## config.mk

```make
export PLATFORM = sky130hd
export DESIGN_NAME = led_div_seq_flat
export DESIGN_NICKNAME = d
export VERILOG_FILES = /design/src/rtl/led_ctrl_pkg.sv /design/src/rtl/led_div_seq_if.sv /design/src/rtl/led_dwell_tmr.sv /design/src/rtl/led_div_seq.sv /design/src/flat_wrapper.sv
export SDC_FILE = /design/constraint.sdc
export NUM_CORES = 1
export LEC_CHECK = 0
export CORE_MARGIN = 2
export CORE_UTILIZATION = 44
export CTS_CLUSTER_DIAMETER = 30
export DETAILED_ROUTE_END_ITERATION = 7
export GPL_TIMING_DRIVEN = 1
export HOLD_SLACK_MARGIN = 0.05
export PLACE_DENSITY = 0.79
export SLEW_MARGIN = 10
export SYNTH_ARGS = -nofsm -noshare
export SYNTH_HDL_FRONTEND = slang
export SYNTH_SLANG_ARGS = --single-unit
```

## constraint.sdc

```tcl
create_clock -name clk100 -period 4.3 [get_ports clk100]
set_clock_uncertainty 0.2 [all_clocks]
set_input_delay 0.86 -clock clk100 [delete_from_list [all_inputs] [get_ports clk100]]
set_output_delay 0.86 -clock clk100 [all_outputs]
set_load 0.1 [all_outputs]
```

## src/rtl/led_ctrl_pkg.sv

```systemverilog
// Shared types and constants for the LED divider controllers.
// Latency: n/a (types, constants and a pure function only).
// Backpressure: n/a.
//   DIV_W          width of the LED counter divider select
//   DIV_RESET_DEF  divider value the LED counter starts from
//   state_t        sequencer FSM states
//   tbl_entry()    extracts entry k from a packed 5-bit divider table
package led_ctrl_pkg;

  localparam int DIV_W     = 5;
  localparam int MAX_STEPS = 16;
  localparam int TBL_MAX_W = MAX_STEPS * DIV_W;

  localparam logic [DIV_W-1:0] DIV_RESET_DEF = 5'd24;

  typedef enum logic [1:0] {
    ST_IDLE  = 2'd0,
    ST_LOAD  = 2'd1,
    ST_DWELL = 2'd2,
    ST_HOST  = 2'd3
  } state_t;

  // The table is passed zero-extended to the largest supported size so one
  // function serves every NUM_STEPS.
  function automatic logic [DIV_W-1:0] tbl_entry(input logic [TBL_MAX_W-1:0] tbl,
                                                 input logic [3:0]           k);
    return tbl[k*DIV_W +: DIV_W];
  endfunction

endpackage

```

## src/rtl/led_div_seq_if.sv

```systemverilog
// Host write request channel plus the LED counter configuration port.
// Latency: n/a (wires only).
// Backpressure: host holds host_req_i level until host_ack_o pulses.
//   master: host side (drives request, observes ack and the LED port)
//   slave : controller side (drives ack, div_o and wren_o)
interface led_div_seq_if;

  logic                           host_req_i;
  logic [led_ctrl_pkg::DIV_W-1:0] host_div_i;
  logic                           host_ack_o;
  logic [led_ctrl_pkg::DIV_W-1:0] div_o;
  logic                           wren_o;

  modport master (
    output host_req_i, host_div_i,
    input  host_ack_o, div_o, wren_o
  );

  modport slave (
    input  host_req_i, host_div_i,
    output host_ack_o, div_o, wren_o
  );

endinterface

```

## src/rtl/led_dwell_tmr.sv

```systemverilog
// Dwell timer: free up-counter with a terminal-count flag at max(max,1)-1.
// Latency: done is combinational from the registered count; clr takes effect next cycle.
// Backpressure: none; the owner decides when to clear.
//   clk100, rst_n : clock, async active-low reset
//   clr           : synchronous clear of the count (wins over counting)
//   max           : dwell length in cycles, 0 treated as 1
//   done          : high in the last cycle of the dwell
module led_dwell_tmr #(
  parameter int DWELL_W = 32
) (
  input  logic               clk100,
  input  logic               rst_n,
  input  logic               clr,
  input  logic [DWELL_W-1:0] max,
  output logic               done
);

  logic [DWELL_W-1:0] cnt_q;
  logic [DWELL_W-1:0] last_cnt;

  // A zero dwell would otherwise wrap to all-ones; clamp so it acts as 1.
  assign last_cnt = (max == '0) ? '0 : max - DWELL_W'(1);
  assign done     = (cnt_q == last_cnt);

  always_ff @(posedge clk100 or negedge rst_n) begin
    if (!rst_n) begin
      cnt_q <= '0;
    end else if (clr) begin
      cnt_q <= '0;
    end else begin
      cnt_q <= cnt_q + DWELL_W'(1);
    end
  end

endmodule

```

## src/rtl/led_div_seq.sv

```systemverilog
// Sequences the LED counter divider through a table, host writes preempt.
// Latency: host ack 1 cycle after request (2 if it lands on a table write); table write every max(dwell,1)+1 cycles.
// Backpressure: host_req_i is held until host_ack_o; at most one ack every 2 cycles.
//   clk100, rst_n : clock, async active-low reset
//   enable_i      : sequencer run enable (level)
//   step_tbl_i    : packed divider table, entry k at [5k+4:5k]
//   dwell_i       : cycles each table entry is held
//   bus           : host request/ack and LED counter div_o/wren_o
//   step_o        : current or last table index; busy_o: not idle
module led_div_seq
  import led_ctrl_pkg::*;
#(
  parameter int               NUM_STEPS = 4,
  parameter int               DWELL_W   = 32,
  parameter logic [DIV_W-1:0] DIV_RESET = DIV_RESET_DEF
) (
  input  logic                         clk100,
  input  logic                         rst_n,
  input  logic                         enable_i,
  input  logic [NUM_STEPS*DIV_W-1:0]   step_tbl_i,
  input  logic [DWELL_W-1:0]           dwell_i,
  led_div_seq_if.slave                 bus,
  output logic [$clog2(NUM_STEPS)-1:0] step_o,
  output logic                         busy_o
);

  localparam int                STEP_W    = $clog2(NUM_STEPS);
  localparam logic [STEP_W-1:0] LAST_STEP = STEP_W'(NUM_STEPS - 1);

  state_t                 state_q;
  logic [STEP_W-1:0]      step_q;
  logic [STEP_W-1:0]      step_nxt;
  logic [DIV_W-1:0]       div_q;
  logic                   wren_q;
  logic                   ack_q;
  logic                   busy_q;
  logic                   tmr_clr;
  logic                   tmr_done;
  logic [TBL_MAX_W-1:0]   tbl_ext;

  assign tbl_ext  = TBL_MAX_W'(step_tbl_i);
  assign step_nxt = (step_q == LAST_STEP) ? '0 : step_q + STEP_W'(1);

  // The count only runs in DWELL, so every entry into DWELL (from a table
  // write or a host write) starts a full dwell.
  assign tmr_clr = (state_q != ST_DWELL);

  led_dwell_tmr #(
    .DWELL_W (DWELL_W)
  ) u_tmr (
    .clk100 (clk100),
    .rst_n  (rst_n),
    .clr    (tmr_clr),
    .max    (dwell_i),
    .done   (tmr_done)
  );

  // Outputs are registered on the transition into LOAD/HOST, so wren_o and
  // div_o are visible during the LOAD/HOST cycle itself.
  always_ff @(posedge clk100 or negedge rst_n) begin
    if (!rst_n) begin
      state_q <= ST_IDLE;
      step_q  <= '0;
      div_q   <= DIV_RESET;
      wren_q  <= 1'b0;
      ack_q   <= 1'b0;
      busy_q  <= 1'b0;
    end else begin
      wren_q <= 1'b0;
      ack_q  <= 1'b0;
      case (state_q)
        ST_IDLE: begin
          if (bus.host_req_i) begin
            state_q <= ST_HOST;
            div_q   <= bus.host_div_i;
            wren_q  <= 1'b1;
            ack_q   <= 1'b1;
            busy_q  <= 1'b1;
          end else if (enable_i) begin
            state_q <= ST_LOAD;
            step_q  <= '0;
            div_q   <= tbl_entry(tbl_ext, 4'd0);
            wren_q  <= 1'b1;
            busy_q  <= 1'b1;
          end
        end
        // A request arriving here waits one cycle so two writes never abut.
        ST_LOAD: begin
          state_q <= ST_DWELL;
        end
        ST_DWELL: begin
          // Host wins even on the terminal cycle; the step is then kept.
          if (bus.host_req_i) begin
            state_q <= ST_HOST;
            div_q   <= bus.host_div_i;
            wren_q  <= 1'b1;
            ack_q   <= 1'b1;
          end else if (!enable_i) begin
            state_q <= ST_IDLE;
            busy_q  <= 1'b0;
          end else if (tmr_done) begin
            state_q <= ST_LOAD;
            step_q  <= step_nxt;
            div_q   <= tbl_entry(tbl_ext, 4'(step_nxt));
            wren_q  <= 1'b1;
          end
        end
        ST_HOST: begin
          if (enable_i) begin
            state_q <= ST_DWELL;
          end else begin
            state_q <= ST_IDLE;
            busy_q  <= 1'b0;
          end
        end
        default: begin
          state_q <= ST_IDLE;
          busy_q  <= 1'b0;
        end
      endcase
    end
  end

  assign bus.div_o      = div_q;
  assign bus.wren_o     = wren_q;
  assign bus.host_ack_o = ack_q;
  assign step_o         = step_q;
  assign busy_o         = busy_q;

endmodule

```

## src/flat_wrapper.sv

```systemverilog
// flat-port wrapper written by rule: the top's interface ports become plain ports
module led_div_seq_flat import led_ctrl_pkg::*;
#(
  parameter int               NUM_STEPS = 4,
  parameter int               DWELL_W   = 32,
  parameter logic [DIV_W-1:0] DIV_RESET = DIV_RESET_DEF
)
  (clk100, rst_n, enable_i, step_tbl_i, dwell_i, step_o, busy_o, bus_host_req_i, bus_host_div_i, bus_host_ack_o, bus_div_o, bus_wren_o);
  led_div_seq_if bus_i ();
  input  logic clk100;
  input  logic rst_n;
  input  logic enable_i;
  input  logic [NUM_STEPS*DIV_W-1:0] step_tbl_i;
  input  logic [DWELL_W-1:0] dwell_i;
  output logic [$clog2(NUM_STEPS)-1:0] step_o;
  output logic busy_o;
  input wire logic [$bits(bus_i.host_req_i)-1:0] bus_host_req_i;
  input wire logic [$bits(bus_i.host_div_i)-1:0] bus_host_div_i;
  output wire logic [$bits(bus_i.host_ack_o)-1:0] bus_host_ack_o;
  output wire logic [$bits(bus_i.div_o)-1:0] bus_div_o;
  output wire logic [$bits(bus_i.wren_o)-1:0] bus_wren_o;
  assign bus_i.host_req_i = bus_host_req_i;
  assign bus_i.host_div_i = bus_host_div_i;
  assign bus_host_ack_o = bus_i.host_ack_o;
  assign bus_div_o = bus_i.div_o;
  assign bus_wren_o = bus_i.wren_o;
  led_div_seq #(.NUM_STEPS(NUM_STEPS), .DWELL_W(DWELL_W), .DIV_RESET(DIV_RESET)) u_core (.clk100(clk100), .rst_n(rst_n), .enable_i(enable_i), .step_tbl_i(step_tbl_i), .dwell_i(dwell_i), .bus(bus_i), .step_o(step_o), .busy_o(busy_o));
endmodule
```

==> flow_summary.ini, run 1 <==
[outcome]
outcome = finished clean

[place]
routabilityCongestion = 0.967
numPortBuffers = 70
place_hpwl_microns = 11800
dpl_worst_slack_ns = -0.641

[timing]
period_share_pct = 97.4
relSlewSlack_pct = 33.8
slew_violations = 0
tightest_slew_ns = 0.989
max_clock_freq_mhz = 239
fin_ws_ns = 0.110
hold_violations = 0
setup_violations = 0
fin_crit_ns = 4.19

[power_and_ir_drop]
cellLeakagePower_nw = 2.31
pwr-share-comb_pct = 50.1
switching_power_w = 0.000769
power_frac_clock_pct = 18.5
seq_power_share_pct = 31.5
total_power_w = 0.00171
switching_share_pct = 45.1
pwr_density_cell_mw_per_mm2 = 292
peakVddDrop_mv = 0.312
internal-power_w = 0.000936

[drt]
drt_iter0_markers = 422
vias = 4896
dr.pass1.iters = 5
wire_per_inst_microns = 18.2
drt_wl_total_microns = 14900
route.antenna.remaining_nets = 0
via_per_inst = 5.99
drc_errors = 0

[clocking]
clk_latency_ns = 0.30
ctsHoldBuffers = 0
numCtsBuffers = 5
cts_sinks = 44
cts-root-buf = clkbuf_8
clk_pin_slew_ns = 0.07
cts_tree = yes
clockBufferDepth = 2
cts_htree_levels = 2

[die]
core_area_sq_mm = 0.00924
io_pins = 71
die_h_microns = 102
fp.dieW_microns = 102
initial_core_util_pct = 45.3
die_area_sq_mm = 0.0103
fp-row-count = 35

[setup_path]
worstPathArrival_ns = 4.21
path_class = in2reg
r2r_end = u_core.step_o[1]$_DFFE_PN0P_
cp-endpoint = u_core.bus.div_o[2]$_DFFE_PN0P_
worstSetupEndpointType = flop
required_ns = 4.32
startpoint = dwell_i[9]
r2r_start = u_core.u_tmr.cnt_q[19]$_DFF_PN0_
r2r_slack_ns = 1.06
crit_fanout = 5
ff2ff_path_depth = 11
crit_path_start_kind = input pin

[global_routing]
antenna_found_initial = 0
overflow = 0
grt_start_max_net_pins = 45
grt_pass1_wl_microns = 23400
grtUsageTotal_pct = 29.1
grt_pass1_vias = 4652

[synthesis]
ys_warn_count = 0
ys_seq_area_share_pct = 26.3
syn-num-nets = 614
synth_edf_count = 0
syn_area_per_cell_sq_um = 7.62
synthArstFlopShare_pct = 100
postSynthCellCount = 550
syn-cell-area_sq_mm = 0.00419
synth_flop_cell = dfrtp_1
yosysUniqueCellTypes = 67
synth-seq-cells = 44

[finish]
diodes = 0
nets = 752
ff_latch_area_sq_mm = 0.00110
multi_input_area_sq_mm = 0.00302
area_growth_pct = 39.6
drive_above_1_share_pct = 19.6
fillers = 835

[worst_hold_path]
hold_path.class = reg2reg

[job]
max-cap-violations = 0
[placed cells by master, fill, tap and decap left out, types with 4 or more instances in the layout]
cell type / Yosys / final
o22ai_1: 7 / 7
nand4_1: 16 / 16
a31oi_1: 7 / 7
nor2b_1: 4 / 4
a21oi_1: 19 / 19
nor4_1: 19 / 15
o21ai_0: 25 / 25
nand2b_1: 9 / 9
nor3b_1: 4 / 4
or4_1: 5 / 4
and2_1: 6 / 6
o21a_1: 4 / 4
clkdlybuf4s50_1: 0 / 62
mux2i_1: 6 / 6
o221ai_1: 6 / 6
and3_1: 9 / 9
nor3_1: 25 / 24
dfrtp_1: 42 / 42
or3_1: 24 / 23
nand3_1: 19 / 18
o211ai_1: 4 / 4
xor2_1: 23 / 23
buf_4: 0 / 91
a211oi_2: 1 / 5
clkbuf_8: 0 / 5
inv_1: 12 / 12
nand2_1: 49 / 49
a211oi_1: 12 / 8
and4_1: 6 / 6
o2111ai_1: 4 / 4
xnor2_1: 24 / 24
nor2_1: 66 / 66
[cell families (layout without fill, tap and decap cells)]
kind of cell               after synthesis  after routing  share of synthesized area (%)
AOI/OAI and AO/OA                      127            127                           21.4
xor gates and xnor gates                48             48                           10.4
adders and majority gates                3              3                          0.896
buffers and inverters                   45            184                           4.18
DFF                                     44             44                           26.3
muxes                                    6              6                           1.43
and+or+nand+nor                        277            277                           35.3
[repair_timing]
item	CTS	global route
endpoints found under the setup margin	10	10
gates cloned	0	1
endpoints found under the hold margin	0	0
buffers inserted	3	2
pin swaps	14	15
gates resized for setup	12	25
[worst max-delay path: stages]
cell             delay [ns]
clkdlybuf4s50_1        0.43
or4_4                  0.49
or4_4                  0.46
or4_4                  0.53
and3_4                 0.18
buf_4                  0.13
a2111oi_4              0.28
nand4b_1               0.19
nor4_4                 0.17
buf_4                  0.20
a211oi_2               0.08
a211oi_2               0.20
[worst min-delay path by stage]
| stage | to | slack (ns) | startpoint | depth (start not counted) |
|---|---|---|---|---|
| 2_1_floorplan | u_core.u_tmr.cnt_q[0]$_DFF_PN0_ | 0.31 | u_core.u_tmr.cnt_q[0]$_DFF_PN0_ | 1 |
| 3_3_place_gp | u_core.busy_o$_DFFE_PN0P_ | 0.35 | u_core.busy_o$_DFFE_PN0P_ | 1 |
| 3_5_place_dp | u_core.busy_o$_DFFE_PN0P_ | 0.35 | u_core.busy_o$_DFFE_PN0P_ | 1 |
| 4_1_cts | u_core.busy_o$_DFFE_PN0P_ | 0.36 | u_core.busy_o$_DFFE_PN0P_ | 1 |
| 5_1_grt | u_core.busy_o$_DFFE_PN0P_ | 0.40 | u_core.busy_o$_DFFE_PN0P_ | 1 |
| 6_report | u_core.busy_o$_DFFE_PN0P_ | 0.36 | u_core.busy_o$_DFFE_PN0P_ | 1 |
[flip-flops by register name, summed over array words and instances, names as in the netlist]
signal,flops
u_core.bus.div_o,5
u_core.bus.wren_o,1
u_core.bus.host_ack_o,1
u_core.state_q,2
u_core.u_tmr.cnt_q,32
u_core.busy_o,1
u_core.step_o,2
[cell usage after synthesis (12+ instances only)]
cell type	n	area share, %
xnor2_1	24	5.0
or3_1	24	3.6
o21ai_0	25	3.0
a211oi_1	12	2.2
nand2_1	49	4.4
a21oi_1	19	2.3
nor3_1	25	3.0
clkbuf_1	24	2.2
nor2_1	66	5.9
nand4_1	16	2.4
dfrtp_1	42	25
nand3_1	19	2.3
inv_1	12	1.1
nor4_1	19	2.8
xor2_1	23	4.8
[metal layers]
metal	global-route usage [%]	vias to the layer above	wire, microns	part of all wire, %
li1	-	2342	-	-
met1	40.8	2336	6490	44
met2	47.5	199	7130	48
met3	5.38	19	1150	7.7
met4	5.09	0	154	1.0
met5	0	-	0	0
[power groups by stage]
stage | clock network, W | registers [W] | logic (W)
6_report | 0.000315 | 0.000536 | 0.000854
2_1_floorplan | 0 | 0.000765 | 0.000313
5_1_grt | 0.000341 | 0.000543 | 0.000912
3_3_place_gp | 0 | 0.000538 | 0.000819
3_5_place_dp | 0 | 0.000540 | 0.000832
4_1_cts | 0.000322 | 0.000534 | 0.000838
[cell type report]
type	instances	share of cell area, %
Inverter	12	0.770
Clock buffer	7	1.31
Timing Repair Buffer	164	24.1
Sequential cell	44	18.9
Tap cell	129	2.76
Multi-Input combinational cell	461	51.7
Clock inverter	1	0.514
[through the flow]
stage	hold WS [ns]	TNS [ns]	cell area, sq um	instances	utilization (%)
CTS	0.364	0	5730	815	62.0
finish	0.358	0	5850	818	63.3
global route	0.404	-0.0219	5850	818	63.3
global placement	0.347	-4.67	5580	804	60.4
detailed placement	0.346	-5.54	5580	804	60.4
floorplan	0.306	0	4190	550	-
Note: power is estimated with default switching activity, not from simulation.
==> inputs of run 2 (changes only) <==
--- a/config.mk
+++ b/config.mk
@@ -5,6 +5,7 @@
 export SDC_FILE = /design/constraint.sdc
 export NUM_CORES = 1
 export LEC_CHECK = 0
+export CORE_ASPECT_RATIO = 1.5
 export CORE_MARGIN = 2
 export CORE_UTILIZATION = 44
 export CTS_CLUSTER_DIAMETER = 30
@@ -12,6 +13,7 @@
 export GPL_TIMING_DRIVEN = 1
 export HOLD_SLACK_MARGIN = 0.05
 export PLACE_DENSITY = 0.79
+export SKIP_LAST_GASP = 1
 export SLEW_MARGIN = 10
 export SYNTH_ARGS = -nofsm -noshare
 export SYNTH_HDL_FRONTEND = slang
==> flow_summary.ini, run 2 (synthesis gave the netlist of run 1 again) <==
[job]
max-cap-violations = 0

[drt]
dr_wl_met2_microns = 7760
wl_met1_microns = 5530
wire_per_inst_microns = 18.8
maxUsedRoutingLayer = met4
via_per_inst = 6.30
dr.pass1.iters = 5
drt_wl_total_microns = 15000
drt_iter0_markers = 384
route.antenna.remaining_nets = 0
drc_errors = 0
vias = 5007
route.met3.wl_microns = 846

[setup_path]
cp_slowest_cell = nor4_1
required_ns = 4.26
slowest_delay_ns = 0.52
path_class = in2reg
crit_fanout = 7
crit_path_start_kind = input pin
cp_cell_sequence = clkdlybuf4s50_1 -> or4b_4 -> buf_4 -> nor4_2 -> buf_4 -> buf_4 -> a311oi_1 -> a2111oi_2 -> nand4_1 -> nor4_1 -> nand3_2 -> nor4_2 -> o31ai_1
crit_top_cell = buf_4
worstSetupEndpointType = flop
worstPathArrival_ns = 4.25
r2r_slack_ns = 1.09

[timing]
max_clock_freq_mhz = 233
period_share_pct = 99.8
hold_violations = 0
hold-worst-slack_ns = 0.376
fin_crit_ns = 4.29
relSlewSlack_pct = 34.0
slew_violations = 0
setup_violations = 0
tightest_slew_ns = 0.990

[die]
io_pins = 71
fp.dieW_microns = 83.7
die_area_sq_mm = 0.0103
core_area_sq_mm = 0.00925
fp-row-count = 43
initial_core_util_pct = 45.3
die_h_microns = 124

[place]
numPortBuffers = 70
routabilityCongestion = 0.990
place_hpwl_microns = 11800

[clocking]
clk_pin_slew_ns = 0.06
clockBufferDepth = 2
cts-root-buf = clkbuf_16
cts_tree = yes
numCtsBuffers = 5
cts_htree_levels = 2
cts_sinks = 44
clk_latency_ns = 0.29

[finish]
fillers = 806
area_growth_pct = 40.6
largest_register_ffs = 32
final_cell_mix = 85 x buf_4, 66 x nor2_1, 65 x clkdlybuf4s50_1, 49 x nand2_1, 42 x dfrtp_1
regMostFlops = u_core.u_tmr.cnt_q
nets = 746
drive_above_1_share_pct = 19.5
final_common_cell = buf_4
diodes = 0
final_util_pct = 63.6

[global_routing]
grt_start_max_net_pins = 45
overflow = 0
grtUsageTotal_pct = 28.3
grt_pass1_vias = 4854
grt_pass1_wl_microns = 23400
antenna_found_initial = 0

[power_and_ir_drop]
switching_power_w = 0.000793
pwr_density_cell_mw_per_mm2 = 312
power_frac_clock_pct = 24.6
total_power_w = 0.00184
peakVddDrop_mv = 0.399
cellLeakagePower_nw = 2.31
switching_share_pct = 43.1
internal-power_w = 0.00105
pwr-share-comb_pct = 46.3
seq_power_share_pct = 29.1

[outcome]
outcome = finished clean

[worst_hold_path]
hold_path.class = reg2reg
run 2: metal layers:
metal,up-vias,global-route usage (%)
met2,233,52.0
li1,2333,-
met4,0,17.8
met5,-,0
met1,2381,31.1
met3,60,2.87
run 2: cell type report:
type	instances	area (sq um)	area share (%)
Multi-Input combinational cell	461	3050	51.8
Inverter	12	45.0	0.765
Tap cell	112	140	2.38
Sequential cell	44	1100	18.7
Clock buffer	6	139	2.36
Timing Repair Buffer	158	1370	23.3
Clock inverter	2	38.8	0.659
run 2: through the flow:
| stage | worst slack [ns] | TNS [ns] | cell area, sq um | std cells |
|---|---|---|---|---|
| after floorplan | 0.00486 | 0 | 4190 | 550 |
| after global placement | -0.518 | -4.95 | 5510 | 781 |
| after detailed placement | -0.565 | -4.91 | 5510 | 781 |
| after CTS | 0.0136 | 0 | 5740 | 791 |
| after global routing | -0.143 | -1.00 | 5890 | 795 |
| final | 0.00919 | 0 | 5890 | 795 |
run 2: repair_timing:
action / CTS / global route
buffers inserted: 2 / 4
hold buffers: 0 / 0
resized for setup: 12 / 28
pin swaps: 9 / 15
endpoints found under the setup margin: 10 / 10
run 2: power groups by stage:
stage / Combinational (W) / Sequential [W] / Clock (W)
floorplan: 0.000313 / 0.000765 / 0
global placement: 0.000807 / 0.000533 / 0
detailed placement: 0.000824 / 0.000540 / 0
CTS: 0.000835 / 0.000532 / 0.000452
global route: 0.000906 / 0.000544 / 0.000470
finish: 0.000852 / 0.000535 / 0.000452
run 2: critical path: cells and delay by family:
family	cells	cell delay (ns)
buf+inv	4	0.90
simple gates	6	1.89
compound gates	3	0.61
run 2: final timing paths:
| kind | start | end | cells after the start |
|---|---|---|---|
| max | dwell_i[4] | u_core.state_q[1]$_DFFE_PN0P_ | 13 |
| min | u_core.busy_o$_DFFE_PN0P_ | u_core.busy_o$_DFFE_PN0P_ | 1 |
| max reg2reg | u_core.u_tmr.cnt_q[19]$_DFF_PN0_ | u_core.state_q[1]$_DFFE_PN0P_ | 9 |
| min reg2reg | u_core.busy_o$_DFFE_PN0P_ | u_core.busy_o$_DFFE_PN0P_ | 1 |
| max in group asynchronous | rst_n | u_core.bus.div_o[0]$_DFFE_PN0P_ | 1 |
| min in group asynchronous | rst_n | u_core.u_tmr.cnt_q[23]$_DFF_PN0_ | 1 |
==> inputs of run 3 (changes only) <==
--- a/config.mk
+++ b/config.mk
@@ -5,14 +5,15 @@
 export SDC_FILE = /design/constraint.sdc
 export NUM_CORES = 1
 export LEC_CHECK = 0
+export ABC_CLOCK_PERIOD_IN_PS = 4300
 export CORE_ASPECT_RATIO = 1.5
 export CORE_MARGIN = 2
-export CORE_UTILIZATION = 44
+export CORE_UTILIZATION = 31
 export CTS_CLUSTER_DIAMETER = 30
 export DETAILED_ROUTE_END_ITERATION = 7
 export GPL_TIMING_DRIVEN = 1
 export HOLD_SLACK_MARGIN = 0.05
-export PLACE_DENSITY = 0.79
+export PLACE_DENSITY = 0.62
 export SKIP_LAST_GASP = 1
 export SLEW_MARGIN = 10
 export SYNTH_ARGS = -nofsm -noshare
==> flow_summary.ini, run 3 (synthesis gave the netlist of run 1 again) <==
[outcome]
outcome = finished clean

[die]
io_pins = 71
core_area_sq_mm = 0.0133
die_area_sq_mm = 0.0145
initial_core_util_pct = 31.4
fp-row-count = 52
fp.dieW_microns = 98.9
die_h_microns = 146

[worst_hold_path]
hold_depth = 1
hold_path.class = reg2reg

[finish]
final_common_cell = buf_4
ff_latch_area_sq_mm = 0.00110
instances_no_fill = 863
multi_input_area_sq_mm = 0.00318
diodes = 0
regMostFlops = u_core.u_tmr.cnt_q
fillers = 1297
nets = 764
final_util_pct = 46.8
largest_register_ffs = 32
final_cell_mix = 101 x buf_4, 66 x nor2_1, 60 x clkdlybuf4s50_1, 49 x nand2_1, 42 x dfrtp_1
area_growth_pct = 48.9
drive_above_1_share_pct = 24.0

[timing]
slew_violations = 0
hold_violations = 0
period_share_pct = 97.4
setup_violations = 0
hold-worst-slack_ns = 0.363
tightest_slew_ns = 1.01
relSlewSlack_pct = 33.0
fin_crit_ns = 4.19
max_clock_freq_mhz = 239

[setup_path]
r2r_start = u_core.u_tmr.cnt_q[19]$_DFF_PN0_
crit_fanout = 5
worstSetupEndpointType = flop
ff2ff_path_depth = 12
r2r_slack_ns = 1.09
required_ns = 4.25
path_class = in2reg
cp-endpoint = u_core.step_o[1]$_DFFE_PN0P_
r2r_end = u_core.step_o[1]$_DFFE_PN0P_
worstPathArrival_ns = 4.14
crit_path_start_kind = input pin
startpoint = dwell_i[5]

[place]
numPortBuffers = 70
place_hpwl_microns = 12700
routabilityCongestion = 0.970
dpl.cell_count = 849

[clocking]
numCtsBuffers = 5
ctsHoldBuffers = 0
cts_sinks = 44
clk_latency_ns = 0.28
cts-root-buf = clkbuf_16
clockBufferDepth = 2
cts_htree_levels = 2
clk_pin_slew_ns = 0.06
cts_tree = yes

[power_and_ir_drop]
peakVddDrop_mv = 0.211
cellLeakagePower_nw = 2.45
switching_power_w = 0.000803
power_frac_clock_pct = 23.8
pwr_density_cell_mw_per_mm2 = 296
internal-power_w = 0.00104
seq_power_share_pct = 28.9
pwr-share-comb_pct = 47.3
switching_share_pct = 43.4

[drt]
vias = 4907
wire_per_inst_microns = 18.3
via_per_inst = 5.69
dr.pass1.iters = 4
drc_errors = 0
drt_iter0_markers = 307
drt_wl_total_microns = 15800
route.antenna.remaining_nets = 0

[global_routing]
antenna_found_initial = 0
grt_start_max_net_pins = 45
grt_pass1_wl_microns = 24300
grt_pass1_vias = 4653
overflow = 0
grtUsageTotal_pct = 20.8

[job]
max-cap-violations = 0
run 3: changes by cell type in the layout (fill, tap and decap cells not counted), sizes merged:
cell,change
clkinv,-1
clkinvlp,+1
clkdlybuf4s50,-5
buf,+17
dlygate4sd2,+2
clkdlybuf4s15,+2
dlymetal6s2s,+1
inv,+1
run 3: worst min-delay path by stage:
| stage | to | start | slack [ns] |
|---|---|---|---|
| CTS | u_core.busy_o$_DFFE_PN0P_ | u_core.busy_o$_DFFE_PN0P_ | 0.37 |
| finish | u_core.busy_o$_DFFE_PN0P_ | u_core.busy_o$_DFFE_PN0P_ | 0.36 |
| global placement | u_core.busy_o$_DFFE_PN0P_ | u_core.busy_o$_DFFE_PN0P_ | 0.34 |
| detailed placement | u_core.busy_o$_DFFE_PN0P_ | u_core.busy_o$_DFFE_PN0P_ | 0.36 |
| floorplan | u_core.u_tmr.cnt_q[0]$_DFF_PN0_ | u_core.u_tmr.cnt_q[0]$_DFF_PN0_ | 0.31 |
| global route | u_core.busy_o$_DFFE_PN0P_ | u_core.busy_o$_DFFE_PN0P_ | 0.39 |
run 3: repair_timing:
item,in CTS,in global routing
endpoints found under the setup margin,10,10
cloned,0,1
resized for setup,17,49
pin swaps,13,22
setup buffers,2,3
run 3: layer usage:
layer	vias up	wire length (microns)	global-route usage, %
li1	2362	-	-
met1	2343	6140	24.2
met2	161	8340	38.4
met3	41	600	1.87
met4	0	733	8.15
met5	-	0	0
run 3: final cells by class:
| type | count | area share, % |
|---|---|---|
| Clock buffer | 5 | 2.01 |
| Clock inverter | 3 | 0.742 |
| Inverter | 12 | 0.722 |
| Multi-Input combinational cell | 461 | 51.0 |
| Sequential cell | 44 | 17.7 |
| Tap cell | 162 | 3.25 |
| Timing Repair Buffer | 176 | 24.6 |
run 3: worst max-delay path, stage by stage:
cell and delay, ns:
clkdlybuf4s50_1 0.45, buf_4 0.18, nor3_2 0.19, buf_4 0.15, nand4_1 0.15, or4_4 0.53
a311oi_2 0.28, and3b_2 0.26, buf_4 0.11, nor2_1 0.05, or3_4 0.39, nor3_4 0.29
buf_12 0.16, o211ai_1 0.09
run 3: through the flow:
step	worst slack [ns]	area (sq um)	power, W	TNS [ns]
2_1_floorplan	0.00486	4190	0.00108	0
3_3_place_gp	-0.497	5720	0.00137	-4.74
3_5_place_dp	-0.571	5720	0.00138	-5.32
4_1_cts	0.0422	5940	0.00183	0
5_1_grt	-0.0175	6240	0.00194	-0.0374
6_report	0.112	6240	0.00185	0
run 3: power groups by stage:
| stage | Combinational (W) | Sequential (W) | Clock, W |
|---|---|---|---|
| 2_1_floorplan | 0.000313 | 0.000765 | 0 |
| 4_1_cts | 0.000847 | 0.000533 | 0.000447 |
| 5_1_grt | 0.000934 | 0.000543 | 0.000463 |
| 3_5_place_dp | 0.000842 | 0.000541 | 0 |
| 6_report | 0.000874 | 0.000535 | 0.000439 |
| 3_3_place_gp | 0.000829 | 0.000539 | 0 |
